### config.mk
export PLATFORM = sky130hd
export DESIGN_NAME = dmux
export DESIGN_NICKNAME = d
export VERILOG_FILES = /design/src/rtl/dmux.sv
export SDC_FILE = /design/constraint.sdc
export NUM_CORES = 1
export LEC_CHECK = 0
export ABC_AREA = 1
export CAP_MARGIN = 20
export CORE_AREA = 2 2 214 216
export CTS_BUF_LIST = sky130_fd_sc_hd__clkbuf_8
export DETAILED_ROUTE_END_ITERATION = 10
export DIE_AREA = 0 0 216 218
export PLACE_DENSITY = 0.55
export SLEW_MARGIN = 20
export SYNTH_ARGS = -nofsm -noshare
export SYNTH_HDL_FRONTEND = slang
export SYNTH_SLANG_ARGS = --single-unit
export TNS_END_PERCENT = 50
### constraint.sdc
create_clock -name clk -period 22.7 [get_ports clk]
set_input_delay 3.405 -clock clk [delete_from_list [all_inputs] [get_ports clk]]
set_output_delay 3.405 -clock clk [all_outputs]
set_load 0.03 [all_outputs]
### src/rtl/dmux.sv
// dmux: routes 134-bit packet words from the OS packet input to one of three
// consumers (PGM, LCM, SSM). The head word's select fields choose the
// destination. The whole packet and its valid flag follow the head to that
// consumer, with one clock of latency.
//
// Ports:
//   clk, rst                         clock, asynchronous active-high reset
//   pktin_data / _wr                 input word and its strobe
//   pktin_data_valid / _valid_wr     packet keep/discard flag and its strobe
//   dmux2{pgm,lcm,ssm}_data / _wr    registered word and strobe per consumer
//   dmux2{pgm,lcm,ssm}_data_valid / _valid_wr
//                                    registered valid flag and strobe per consumer
module dmux #(
    parameter int unsigned DW = 134
) (
    input  logic          clk,
    input  logic          rst,
    input  logic [DW-1:0] pktin_data,
    input  logic          pktin_data_wr,
    input  logic          pktin_data_valid,
    input  logic          pktin_data_valid_wr,
    output logic [DW-1:0] dmux2pgm_data,
    output logic          dmux2pgm_data_wr,
    output logic          dmux2pgm_data_valid,
    output logic          dmux2pgm_data_valid_wr,
    output logic [DW-1:0] dmux2lcm_data,
    output logic          dmux2lcm_data_wr,
    output logic          dmux2lcm_data_valid,
    output logic          dmux2lcm_data_valid_wr,
    output logic [DW-1:0] dmux2ssm_data,
    output logic          dmux2ssm_data_wr,
    output logic          dmux2ssm_data_valid,
    output logic          dmux2ssm_data_valid_wr
);

    localparam logic [1:0] TYPE_HEAD = 2'b01;
    localparam logic [1:0] TYPE_TAIL = 2'b10;

    localparam logic [1:0] IDLE = 2'd0;
    localparam logic [1:0] PGM  = 2'd1;
    localparam logic [1:0] LCM  = 2'd2;
    localparam logic [1:0] SSM  = 2'd3;

    logic [1:0]    state;
    logic [1:0]    state_nxt;
    logic [1:0]    head_dst;
    logic [1:0]    word_dst;
    logic [1:0]    word_type;
    logic [7:0]    sel_a;
    logic [2:0]    sel_b;
    logic          is_head;
    logic          is_tail;

    logic [DW-1:0] pgm_data_nxt, lcm_data_nxt, ssm_data_nxt;
    logic          pgm_wr_nxt, lcm_wr_nxt, ssm_wr_nxt;
    logic          pgm_v_nxt, lcm_v_nxt, ssm_v_nxt;
    logic          pgm_vwr_nxt, lcm_vwr_nxt, ssm_vwr_nxt;

    // State register
    always_ff @(posedge clk or posedge rst) begin
        if (rst) begin
            state <= IDLE;
        end else begin
            state <= state_nxt;
        end
    end

    // Decode, next state and next output values
    always_comb begin
        state_nxt    = state;
        pgm_data_nxt = '0;
        lcm_data_nxt = '0;
        ssm_data_nxt = '0;
        pgm_wr_nxt   = 1'b0;
        lcm_wr_nxt   = 1'b0;
        ssm_wr_nxt   = 1'b0;
        pgm_v_nxt    = 1'b0;
        lcm_v_nxt    = 1'b0;
        ssm_v_nxt    = 1'b0;
        pgm_vwr_nxt  = 1'b0;
        lcm_vwr_nxt  = 1'b0;
        ssm_vwr_nxt  = 1'b0;

        word_type = pktin_data[DW-1:DW-2];
        sel_a     = pktin_data[DW-7:DW-14];
        sel_b     = pktin_data[DW-23:DW-25];
        is_head   = pktin_data_wr && (word_type == TYPE_HEAD);
        is_tail   = pktin_data_wr && (word_type == TYPE_TAIL);

        // SSM wins over the LCM code.
        if (sel_a != 8'h00) begin
            head_dst = SSM;
        end else if (sel_b == 3'b111) begin
            head_dst = LCM;
        end else begin
            head_dst = PGM;
        end

        // A head always routes by its own decode, even when a packet is still open.
        word_dst = is_head ? head_dst : state;

        if (is_head) begin
            state_nxt = head_dst;
        end else if (is_tail) begin
            state_nxt = IDLE;
        end

        if (pktin_data_wr) begin
            case (word_dst)
                PGM: begin pgm_wr_nxt = 1'b1; pgm_data_nxt = pktin_data; end
                LCM: begin lcm_wr_nxt = 1'b1; lcm_data_nxt = pktin_data; end
                SSM: begin ssm_wr_nxt = 1'b1; ssm_data_nxt = pktin_data; end
                default: ;
            endcase
        end

        if (pktin_data_valid_wr) begin
            case (word_dst)
                PGM: begin pgm_vwr_nxt = 1'b1; pgm_v_nxt = pktin_data_valid; end
                LCM: begin lcm_vwr_nxt = 1'b1; lcm_v_nxt = pktin_data_valid; end
                SSM: begin ssm_vwr_nxt = 1'b1; ssm_v_nxt = pktin_data_valid; end
                default: ;
            endcase
        end
    end

    // Output registers
    always_ff @(posedge clk or posedge rst) begin
        if (rst) begin
            dmux2pgm_data          <= '0;
            dmux2pgm_data_wr       <= 1'b0;
            dmux2pgm_data_valid    <= 1'b0;
            dmux2pgm_data_valid_wr <= 1'b0;
            dmux2lcm_data          <= '0;
            dmux2lcm_data_wr       <= 1'b0;
            dmux2lcm_data_valid    <= 1'b0;
            dmux2lcm_data_valid_wr <= 1'b0;
            dmux2ssm_data          <= '0;
            dmux2ssm_data_wr       <= 1'b0;
            dmux2ssm_data_valid    <= 1'b0;
            dmux2ssm_data_valid_wr <= 1'b0;
        end else begin
            dmux2pgm_data          <= pgm_data_nxt;
            dmux2pgm_data_wr       <= pgm_wr_nxt;
            dmux2pgm_data_valid    <= pgm_v_nxt;
            dmux2pgm_data_valid_wr <= pgm_vwr_nxt;
            dmux2lcm_data          <= lcm_data_nxt;
            dmux2lcm_data_wr       <= lcm_wr_nxt;
            dmux2lcm_data_valid    <= lcm_v_nxt;
            dmux2lcm_data_valid_wr <= lcm_vwr_nxt;
            dmux2ssm_data          <= ssm_data_nxt;
            dmux2ssm_data_wr       <= ssm_wr_nxt;
            dmux2ssm_data_valid    <= ssm_v_nxt;
            dmux2ssm_data_valid_wr <= ssm_vwr_nxt;
        end
    end

endmodule

==> impl_metrics.json <==
{
  "nets": 1769,
  "cts-resized-gates": 0,
  "ctsHoldBuffers": 0,
  "holdCritPathClass": "flop to flop",
  "syn_area_per_cell_um2": 12.42,
  "routabilityCongestion": 0.8228,
  "crit_fanout": 72,
  "drc": 0,
  "drtPass1Iterations": 4,
  "maxSlewHeadroom_pct": 32.21,
  "overflow": 0,
  "netlist_instances": 1041,
  "antenna_found_initial": 0,
  "grt_pass1_wl_um": 59000,
  "pwr-share-comb_pct": 14.8,
  "vias": 9096,
  "fmax_ghz": 0.1682,
  "grt_pass1_vias": 9550,
  "crit_arrival_ps": 6410,
  "clockPowerShare_pct": 37.7,
  "ant_nets": 0,
  "clock_skew_ps": 18.21,
  "p_leak_uw": 0.01022,
  "fin_crit_sh_pct": 26.19,
  "clk_pin_slew_ps": 60,
  "critPathKind": "input pin to flop",
  "area_delta_synth_final_pct": 56.48,
  "die_area_um2": 47090,
  "dpl.hpwl_um": 27850,
  "cap_violations": 0,
  "slew_viol_final": 0,
  "finalSetupViolations": 0,
  "yosys.cell_types.count": 13,
  "syn_nets": 1180,
  "multi_input_area_um2": 1714,
  "tritoncts": "built",
  "startpoint": "pktin_data_wr",
  "p_switching_uw": 450.1,
  "power_frac_seq_pct": 47.5,
  "chipWidth_um": 216,
  "rsz0062_at_grt": "no",
  "coreArea_um2": 44890,
  "worstReg2RegStart": "state[0]",
  "grt.total_usage_pct": 16.74,
  "ys_seq_area_share_pct": 79.92,
  "numCtsBuffers": 71,
  "tightest_slew_ps": 1017,
  "initial_utilization_pct": 28.80,
  "power_density_nw_per_um2": 81.34,
  "finalSetupTns_ps": 0,
  "drt-initial-drc-count": 507,
  "portBuffers": 549,
  "internal-power_uw": 1196,
  "clockBufferDepth": 3,
  "p_sw_share_pct": 27.35,
  "io_pins": 550,
  "syn_area_um2": 12930,
  "grt_max_degree": 126,
  "vias_per_cell": 3.998,
  "die_h_um": 218,
  "fp-row-count": 78,
  "final_util_pct": 45.07,
  "layout-drive-gt1-share_pct": 6.627,
  "htreeDepth": 3,
  "cts-root-buf": "clkbuf_8",
  "worstPathRequired_ps": 23170,
  "startpoint_type": "input pin",
  "min_from": "state[0]",
  "hold_violations": 0,
  "fin_crit_ps": 5945,
  "fillers": 4235,
  "post_cts_buffers": 0,
  "post_drt_wl_per_cell_um": 17.45,
  "clock_sinks": 413,
  "wirelength_um": 39710,
  "outcome": "complete, no violations",
  "yosys_warnings": 0,
  "crit_path_end_kind": "flop",
  "regArea_um2": 10330,
  "ir_drop_uv": 47.13,
  "worstSkewPairLatency_ps": 620,
  "synth_seq_cells": 413,
  "n_antenna_cell": 0
}
-- routing by layer --
metal  vias up  GRT usage, %  wire (um)
li1       4175             -          -
met1      4504         19.47      15390
met2       343         28.17      20160
met3        74         5.509       2982
met4         0         7.626       1177
met5         -             0          0
-- synthesized netlist by cell type --
library cell,instances,area [um^2]
dfrtp_1,413,10330
nor2_1,410,1539
inv_1,142,533.0
buf_2,24,120.1
buf_6,18,202.7
nand2_1,13,48.80
nand3_1,7,35.03
inv_2,5,18.77
nand3_4,3,52.55
nand2_2,2,12.51
o21ai_0,2,10.01
buf_4,1,7.510
nor3_4,1,16.27
-- cells in the final DEF, fill, tap and decap left out --
| cell | netlist | layout |
|---|---|---|
| buf_4 | 1 | 9 |
| buf_6 | 18 | 1 |
| clkbuf_8 | 0 | 85 |
| clkdlybuf4s50_1 | 0 | 549 |
| clkinv_2 | 0 | 3 |
| clkinvlp_4 | 0 | 1 |
| dfrtp_1 | 413 | 413 |
| inv_1 | 142 | 170 |
| inv_2 | 5 | 5 |
| inv_8 | 0 | 1 |
| nand2_1 | 13 | 13 |
| nand2_2 | 2 | 2 |
| nand3_1 | 7 | 7 |
| nand3_4 | 3 | 3 |
| nor2_1 | 410 | 410 |
| nor3_4 | 1 | 1 |
| o21ai_0 | 2 | 2 |
-- through the flow --
step	worst slack, ps	total power (uW)	instance area (um^2)	instances	hold slack (ps)
global route	16570	1724	20230	2275	641.6
detailed placement	16070	1042	18930	2157	560.3
finish	16750	1646	20230	2275	571.1
floorplan	7802	922.6	12930	1041	527.6
global placement	16170	1041	18930	2157	564.4
CTS	16790	1676	20230	2275	571.5
-- final cells by class --
| cell class | instances | area share [%] |
|---|---|---|
| clock buffer | 85 | 5.782 |
| clock inverter | 33 | 0.6493 |
| inverter | 147 | 2.764 |
| multi-input combinational | 438 | 8.471 |
| sequential | 413 | 51.08 |
| tap | 600 | 3.710 |
| timing repair buffer | 559 | 27.55 |
-- power by group through the flow --
stage | Sequential [uW] | Clock, uW | Combinational (uW)
final | 781 | 621 | 244
after floorplan | 866 | 0 | 57.0
after global routing | 784 | 680 | 260
after global placement | 794 | 0 | 247
after CTS | 781 | 646 | 249
after detailed placement | 794 | 0 | 248
-- flip-flops by register name (all words and copies together) (netlist names) --
register / flops
dmux2pgm_data_valid_wr: 1
dmux2pgm_data_valid: 1
dmux2pgm_data_wr: 1
dmux2ssm_data_valid: 1
dmux2lcm_data_valid_wr: 1
dmux2ssm_data_valid_wr: 1
dmux2lcm_data_wr: 1
state: 2
dmux2lcm_data_valid: 1
dmux2ssm_data_wr: 1
dmux2ssm_data: 134
dmux2pgm_data: 134
dmux2lcm_data: 134
-- worst max-delay path, stage by stage --
cell	delay (ps)
clkdlybuf4s50_1	690
inv_2	80
nor3_4	210
inv_2	100
nand2_1	70
nand2_1	110
nand3_4	100
buf_4	670
buf_4	750
nor2_1	100
-- kinds of logic after synthesis --
| kind of cell | after synthesis | share of synthesized area, % |
|---|---|---|
| buf+inv | 190 | 6.822 |
| flops | 413 | 79.92 |
| compound gates | 2 | 0.07741 |
| simple gates | 436 | 13.18 |
-- path summary, 6_finish.rpt --
path	endpoint	slack [ps]	cells after the start
max	dmux2lcm_data[60]	16750	10
min	state[0]	570	2
max reg2reg	dmux2lcm_data[60]	20250	7
min reg2reg	state[0]	570	2
max in group asynchronous	dmux2lcm_data[122]	17040	4
min in group asynchronous	dmux2lcm_data[10]	3310	2
No activity file was read; power rests on OpenSTA's default activity.
